**config.mk**
```make
export PLATFORM = sky130hd
export DESIGN_NAME = order_tag_issuer_flat
export DESIGN_NICKNAME = d
export VERILOG_FILES = /design/src/rtl/reorder_pkg.sv /design/src/rtl/order_tag_issuer_if.sv /design/src/rtl/mod_counter.sv /design/src/rtl/order_tag_issuer.sv /design/src/flat_wrapper.sv
export SDC_FILE = /design/constraint.sdc
export NUM_CORES = 1
export LEC_CHECK = 0
export BUFFER_PORTS_ARGS = -buffer_cell sky130_fd_sc_hd__buf_2
export CAP_MARGIN = 0
export CORE_AREA = 2 2 72 74
export CTS_BUF_LIST = sky130_fd_sc_hd__clkbuf_16
export CTS_CLUSTER_SIZE = 25
export DETAILED_ROUTE_END_ITERATION = 8
export DIE_AREA = 0 0 74 76
export PLACE_DENSITY_LB_ADDON = 0.05
export SLEW_MARGIN = 20
export SYNTH_ARGS = -nofsm -noshare
export SYNTH_HDL_FRONTEND = slang
export SYNTH_SLANG_ARGS = --single-unit
```
**constraint.sdc**
```tcl
create_clock -name clk -period 3.15 [get_ports clk]
set_clock_uncertainty 0.05 [all_clocks]
set_input_delay 0.63 -clock clk [delete_from_list [all_inputs] [get_ports clk]]
set_output_delay 0.63 -clock clk [all_outputs]
set_load 0.005 [all_outputs]
```
**src/rtl/reorder_pkg.sv**
```systemverilog
// Shared tag arithmetic for the order-tag issuer and the reordering FIFO it feeds.
// Tags count modulo 2*depth so the FIFO can tell full from empty with one extra bit.
package reorder_pkg;

    function automatic int tag_mod(input int depth);
        return 2 * depth;
    endfunction

    function automatic int tag_width(input int depth);
        return $clog2(depth) + 1;
    endfunction

endpackage

```
**src/rtl/order_tag_issuer_if.sv**
```systemverilog
// Request-in / tagged-request-out handshake bundle; slave is the issuer, master the bench or pipeline.
// Both directions use valid/ready; a transfer happens when valid and ready are high at the same edge.
interface order_tag_issuer_if #(
    parameter int WID  = 32,
    parameter int AWID = 3
);
    logic            req_vld;
    logic [WID-1:0]  req_data;
    logic            req_rdy;
    logic            out_vld;
    logic [WID-1:0]  out_data;
    logic [AWID:0]   out_tag;
    logic            out_rdy;

    modport master (
        output req_vld, req_data, out_rdy,
        input  req_rdy, out_vld, out_data, out_tag
    );

    modport slave (
        input  req_vld, req_data, out_rdy,
        output req_rdy, out_vld, out_data, out_tag
    );
endinterface

```
**src/rtl/mod_counter.sv**
```systemverilog
// Modulo-MOD up-counter with synchronous clear; clear wins over increment.
// Single-cycle update, no backpressure: inc is honoured on every edge it is high.
module mod_counter #(
    parameter int MOD = 16,
    parameter int W   = 5
) (
    input  logic         clk,
    input  logic         rst,
    input  logic         clr,
    input  logic         inc,
    output logic [W-1:0] cnt
);
    localparam logic [W-1:0] LAST = W'(MOD - 1);

    always_ff @(posedge clk or posedge rst) begin
        if (rst) begin
            cnt <= '0;
        end else if (clr) begin
            cnt <= '0;
        end else if (inc) begin
            cnt <= (cnt == LAST) ? '0 : cnt + 1'b1;
        end
    end
endmodule

```
**src/rtl/order_tag_issuer.sv**
```systemverilog
// Stamps in-order requests with a modulo-2*DEPTH tag into a one-entry output register (1-cycle latency).
// Stalls upstream when the slot is blocked, DEPTH tags are outstanding, or softreset is high.
module order_tag_issuer
    import reorder_pkg::*;
#(
    parameter int WID   = 32,
    parameter int DEPTH = 8,
    parameter int AWID  = $clog2(DEPTH)
) (
    input  logic                      clk,
    input  logic                      rst,
    input  logic                      softreset,
    input  logic                      retire,
    order_tag_issuer_if.slave         bus,
    output logic [AWID:0]             outstanding,
    output logic                      no_credit,
    output logic                      err_underflow
);
    localparam int            TAG_MOD = tag_mod(DEPTH);
    localparam int            TW      = tag_width(DEPTH);
    localparam logic [AWID:0] FULL    = (AWID + 1)'(DEPTH);

    logic [TW-1:0] tag_next;
    logic          slot_free;
    logic          accept;

    // Ready depends only on registered state, out_rdy and softreset; never on req_vld or retire.
    assign no_credit   = (outstanding == FULL);
    assign slot_free   = !bus.out_vld || bus.out_rdy;
    assign bus.req_rdy = slot_free && !no_credit && !softreset;
    assign accept      = bus.req_vld && bus.req_rdy;

    mod_counter #(
        .MOD (TAG_MOD),
        .W   (TW)
    ) u_tag_next (
        .clk (clk),
        .rst (rst),
        .clr (softreset),
        .inc (accept),
        .cnt (tag_next)
    );

    always_ff @(posedge clk or posedge rst) begin
        if (rst) begin
            bus.out_vld   <= 1'b0;
            bus.out_data  <= '0;
            bus.out_tag   <= '0;
            outstanding   <= '0;
            err_underflow <= 1'b0;
        end else if (softreset) begin
            bus.out_vld   <= 1'b0;
            bus.out_data  <= '0;
            bus.out_tag   <= '0;
            outstanding   <= '0;
            err_underflow <= 1'b0;
        end else begin
            if (accept) begin
                bus.out_vld  <= 1'b1;
                bus.out_data <= bus.req_data;
                bus.out_tag  <= tag_next;
            end else if (bus.out_rdy) begin
                bus.out_vld  <= 1'b0;
            end

            // Credit is taken at issue, so a request parked in the slot already counts.
            if (retire && outstanding == '0) begin
                err_underflow <= 1'b1;
            end
            if (accept && !retire) begin
                outstanding <= outstanding + 1'b1;
            end else if (!accept && retire && outstanding != '0) begin
                outstanding <= outstanding - 1'b1;
            end
        end
    end
endmodule

```
**src/flat_wrapper.sv**
```systemverilog
// flat-port wrapper written by rule: the top's interface ports become plain ports
module order_tag_issuer_flat import reorder_pkg::*;
#(
    parameter int WID   = 32,
    parameter int DEPTH = 8,
    parameter int AWID  = $clog2(DEPTH)
)
  (clk, rst, softreset, retire, outstanding, no_credit, err_underflow, bus_req_vld, bus_req_data, bus_out_rdy, bus_req_rdy, bus_out_vld, bus_out_data, bus_out_tag);
  order_tag_issuer_if #(.WID(WID), .AWID(AWID)) bus_i ();
  input  logic clk;
  input  logic rst;
  input  logic softreset;
  input  logic retire;
  output logic [AWID:0] outstanding;
  output logic no_credit;
  output logic err_underflow;
  input wire logic [$bits(bus_i.req_vld)-1:0] bus_req_vld;
  input wire logic [$bits(bus_i.req_data)-1:0] bus_req_data;
  input wire logic [$bits(bus_i.out_rdy)-1:0] bus_out_rdy;
  output wire logic [$bits(bus_i.req_rdy)-1:0] bus_req_rdy;
  output wire logic [$bits(bus_i.out_vld)-1:0] bus_out_vld;
  output wire logic [$bits(bus_i.out_data)-1:0] bus_out_data;
  output wire logic [$bits(bus_i.out_tag)-1:0] bus_out_tag;
  assign bus_i.req_vld = bus_req_vld;
  assign bus_i.req_data = bus_req_data;
  assign bus_i.out_rdy = bus_out_rdy;
  assign bus_req_rdy = bus_i.req_rdy;
  assign bus_out_vld = bus_i.out_vld;
  assign bus_out_data = bus_i.out_data;
  assign bus_out_tag = bus_i.out_tag;
  order_tag_issuer #(.WID(WID), .DEPTH(DEPTH), .AWID(AWID)) u_core (.clk(clk), .rst(rst), .softreset(softreset), .retire(retire), .bus(bus_i), .outstanding(outstanding), .no_credit(no_credit), .err_underflow(err_underflow));
endmodule
```
Word level (Yosys, flattened, before mapping)

Index checks and enable logic that the tools add are counted.

$add $sub $neg: 3
Eq/ne operators: 2
Multiplexer cells: 15
Reductions and logical operators: 19

Operators with widths:

| cell                                             | number |
|---|---|
| 2-to-1 mux 32 bit                                | 2 |
| 2-to-1 mux 4 bit                                 | 8 |
| adder 4 x 1 -> 4 bit, second input constant      | 2 |
| equality test 4 bit, second input constant       | 2 |
| logical AND 1 bit                                | 7 |
| nonzero test 3 bit                               | 2 |
| logical NOT 1 bit                                | 5 |
| 2-to-1 mux 1 bit                                 | 5 |
| logical NOT 4 bit                                | 1 |
| nonzero test 2 bit                               | 2 |
| nonzero test 4 bit                               | 1 |
| subtractor 4 x 1 -> 4 bit, second input constant | 1 |
| logical OR 1 bit                                 | 1 |

Register bits: 46
Input port bits: 38
Output and inout port bits: 44

Depth between registers and ports, before layout

Word-level depth: 11
Depth in mapped cells: 9
Depth with buffers taken out: 8

Cells and area by module

A second synthesis with hierarchy kept.

Cells, all modules: 215
Area total of the unflattened synthesis: 2058.2 um2

Modules (own cells, without submodules):

| module           | times used | cells an instance | area each (um2) | seq. area each (um2) |
|---|---|---|---|---|
| order_tag_issuer | 1          | 194               | 1856.8          | 1051.0 |
| mod_counter      | 1          | 21                | 201.4           | 100.1 |

Worst setup path before layout

No wires, ideal clock.

Path kind: register -> register
From: register u_core.outstanding[0]
To: register u_core.outstanding[3]
Setup time: 0.125 ns
Arrival time: 2.454 ns
Required time: 2.975 ns
Path slack: 0.522 ns
Cell stages (with the launch flop): 10
Buffers on the path: 1
Cell sequence: dfrtp_1 or4b_1 buf_2 and4_1 inv_1 ha_1 a21o_1 a21oi_1 mux2i_1 mux2_2

Cells in the longest elaborated chain, start to end: 9
Elaborated cells between the ends (all ways): 16
Those cells by class: 2 x add/sub; 1 x eq/ne; 3 x mux; 10 x reduce/logical

Ends and longest elaborated chain:

| item                                                                              | line                   | text |
|---|---|---|
| from (decl)                                                                       | order_tag_issuer.sv:15 | `output logic [AWID:0] outstanding,` |
| from (signal assigned)                                                            | order_tag_issuer.sv:71 | `outstanding <= outstanding + 1'b1;` |
| from (signal assigned)                                                            | order_tag_issuer.sv:73 | `outstanding <= outstanding - 1'b1;` |
| parallel branches: the longest is 9 deep, another holds subtractor 4 x 1 -> 4 bit | --                     |  |

Parallel ways; which one is timed is not known. The select of a mux whose other input is x is not followed.
A chain may end at the register's enable or synchronous reset.

Worst setup path after layout

Same ends and word-level chain as after synthesis.

==> impl_metrics.py <==
metrics = {
    "synthesis": {
        "async_reset_ff_share_pct": 100,
        "synth_edf_count": 0,
        "synth-seq-cells": 46,
        "seq_area_frac_synth_pct": 54.7,
        "syn-mean-instance-area_um2": 9.40,
        "syn_area_um2": 2100,
        "syn_nets": 266,
        "yosys_most_used_dff": "dfrtp_1",
        "ys_types": 32,
        "syn_inst": 224,
        "yosys_warnings": 0,
    },
    "power_and_ir_drop": {
        "leakagePower_nw": 1.51,
        "switchingPower_w": 0.000445,
        "internal_power_w": 0.00112,
        "p_comb_share_pct": 22.9,
        "power_frac_clock_pct": 30.8,
        "switching_share_pct": 28.4,
        "power_density_nw_per_um2": 580,
        "seqPwrFrac_pct": 46.3,
        "ir_drop_mv": 0.299,
    },
    "floorplanning": {
        "die_x_um": 74,
        "start_util_pct": 42.8,
        "core.rowCount": 26,
        "die_y_um": 76,
        "design.core.area_um2": 4910,
        "fp.dieArea_um2": 5620,
        "io_pins": 82,
    },
    "global_routing": {
        "globalRouteOverflowTotal": 0,
        "grt_pass1_wl_mm": 7.78,
        "antenna_found_initial": 0,
        "grt_usage_pct": 17.5,
        "grt_max_degree": 50,
        "grt_pass1_vias": 1712,
    },
    "job": {
        "maxCapViolations": 0,
    },
    "layout": {
        "finish.utilization_pct": 54.9,
        "antenna_cells": 0,
        "fin_cells": 371,
        "final_layout_size_suffix_gt1_share_pct": 30.6,
        "layout_commonest_cell": "buf_2",
        "nFillCells": 471,
        "nets": 343,
        "areaGrowthSynthToFinish_pct": 28.2,
        "fin_area_um2": 2700,
        "mostFrequentLayoutCells": "buf_2 (81), nand2_1 (75), dfrtp_1 (46)",
    },
    "critical_path": {
        "required_ps": 3260,
        "rr_worst_depth": 8,
        "arrival_ps": 2940,
        "path_class": "register to register",
        "cp-end-kind": "register",
        "cp-start-kind": "register",
        "path_max_fanout": 8,
    },
    "route": {
        "drt_pass1_iterations": 4,
        "highest_layer": "met4",
        "vias_per_cell": 4.78,
        "ant_nets": 0,
        "dr_wl_met2_mm": 2.20,
        "routed-wl-met3_um": 267,
        "vias": 1775,
        "wirelength_met1_mm": 2.08,
        "drc": 0,
        "drt-initial-drc-count": 99,
        "wl_per_cell_um": 12.4,
        "drt-total-wl_mm": 4.59,
    },
    "hold_path": {
        "min_path_cells": 2,
        "holdCritPathClass": "register to register",
    },
    "clocking": {
        "cts_inserted_buffers": 5,
        "clockBufferDepth": 2,
        "worst_skew_pair.late_latency_ps": 280,
        "clk_pin_slew_ps": 60,
        "cts_tree": "done",
        "post_cts_buffers": 0,
        "cts_hold_buffers": 0,
        "root_buffer": "clkbuf_16",
        "cts.sinks": 46,
        "cts.repair.resized": 0,
        "htreeDepth": 2,
    },
    "place": {
        "dp.cells": 364,
        "post_dp_cell_area_um2": 2560,
        "place_congestion": 0.786,
        "io_buffers": 81,
        "dp_hpwl_mm": 2.96,
    },
    "sta": {
        "rsz0062_at_grt": "false",
        "slew_viol_final": 0,
        "final.min_clock_period_ps": 2830,
        "finalHoldViolations": 0,
        "final.setup.tns_ps": 0,
        "setup_viol": 0,
        "fmax_mhz": 354,
        "slew_headroom_pct": 36.9,
        "post-route-period-util_pct": 89.8,
        "worst_pin_slew_ps": 945,
    },
    "status": {
        "status": "finished clean",
    },
}
## metrics by stage
stage	setup WS [ps]	power (W)	hold WS, ps
finish	322	0.00157	452
global route	185	0.00168	481
CTS	316	0.00159	456
detailed placement	329	0.00110	441
global placement	398	0.00109	433
floorplan	522	0.000952	421
## routing by layer
layer  GRT usage, %  vias to the layer above
met1           22.9                      832
met4           5.45                        0
met2           28.2                       51
met5              0                        -
li1               -                      887
met3           4.63                        5
## power by group through the flow
stage               Clock (W)  Sequential (W)  Combinational, W
floorplan                   0        0.000736          0.000216
global placement            0        0.000732          0.000363
finish               0.000482        0.000726          0.000358
detailed placement          0        0.000736          0.000365
CTS                  0.000495        0.000727          0.000365
global route         0.000527        0.000738          0.000414
## state kept, by name, summed over array words and instances (netlist names)
signal / flops
u_core.outstanding: 4
u_core.err_underflow: 1
u_core.bus.out_data: 32
u_core.bus.out_vld: 1
u_core.u_tag_next.cnt: 4
u_core.bus.out_tag: 4
## worst paths after layout
kind,from,to,slack [ps]
min in group asynchronous,rst,u_core.bus.out_data[28]$_DFFE_PP0P_,500
max in group asynchronous,rst,u_core.bus.out_data[16]$_DFFE_PP0P_,1940
hold reg to reg,u_core.bus.out_data[1]$_DFFE_PP0P_,u_core.bus.out_data[1]$_DFFE_PP0P_,450
hold / removal,u_core.bus.out_data[1]$_DFFE_PP0P_,u_core.bus.out_data[1]$_DFFE_PP0P_,450
setup / recovery,u_core.outstanding[0]$_DFFE_PP0P_,u_core.outstanding[3]$_DFFE_PP0P_,320
setup reg to reg,u_core.outstanding[0]$_DFFE_PP0P_,u_core.outstanding[3]$_DFFE_PP0P_,320
## cell type report
| type | count | area, um2 | share of cell area (%) |
|---|---|---|---|
| flip-flops and latches | 46 | 1150 | 42.7 |
| inverters | 7 | 27.5 | 1.02 |
| multi-input cells | 157 | 871 | 32.3 |
| repair buffers | 84 | 428 | 15.9 |
| clock buffers | 5 | 125 | 4.64 |
| well taps | 70 | 87.6 | 3.25 |
| clock inverters | 2 | 7.51 | 0.278 |
## cells by family after synthesis
family	Yosys count	synth area share, %
flops	46	54.7
buf+inv	21	3.92
xor+xnor	2	0.832
compound gates	21	5.71
mux	5	2.62
simple gates	125	29.5
fa+ha+maj	4	2.74
## Yosys cell counts, types with 2 or more instances
library cell | number | area, um2
nand2_1 | 75 | 282
dfrtp_1 | 46 | 1150
nand3b_1 | 29 | 218
a21oi_1 | 11 | 55.1
clkbuf_1 | 11 | 41.3
inv_1 | 6 | 22.5
nor2_1 | 6 | 22.5
o21ai_0 | 4 | 20.0
a31oi_1 | 3 | 18.8
ha_1 | 3 | 37.5
mux2_1 | 3 | 33.8
nand2b_1 | 3 | 18.8
buf_2 | 2 | 10.0
nand4_1 | 2 | 12.5
nor2b_1 | 2 | 12.5
xor2_1 | 2 | 17.5
## worst max-delay path: stages (launching register included)
cell and delay [ps]:
dfrtp_1 450, or4b_1 710, and4_1 280, inv_1 90, ha_1 230, a21o_1 170, a21oi_1 160, mux2i_1 220
mux2_2 340
No activity file was read; power rests on OpenSTA's default activity.
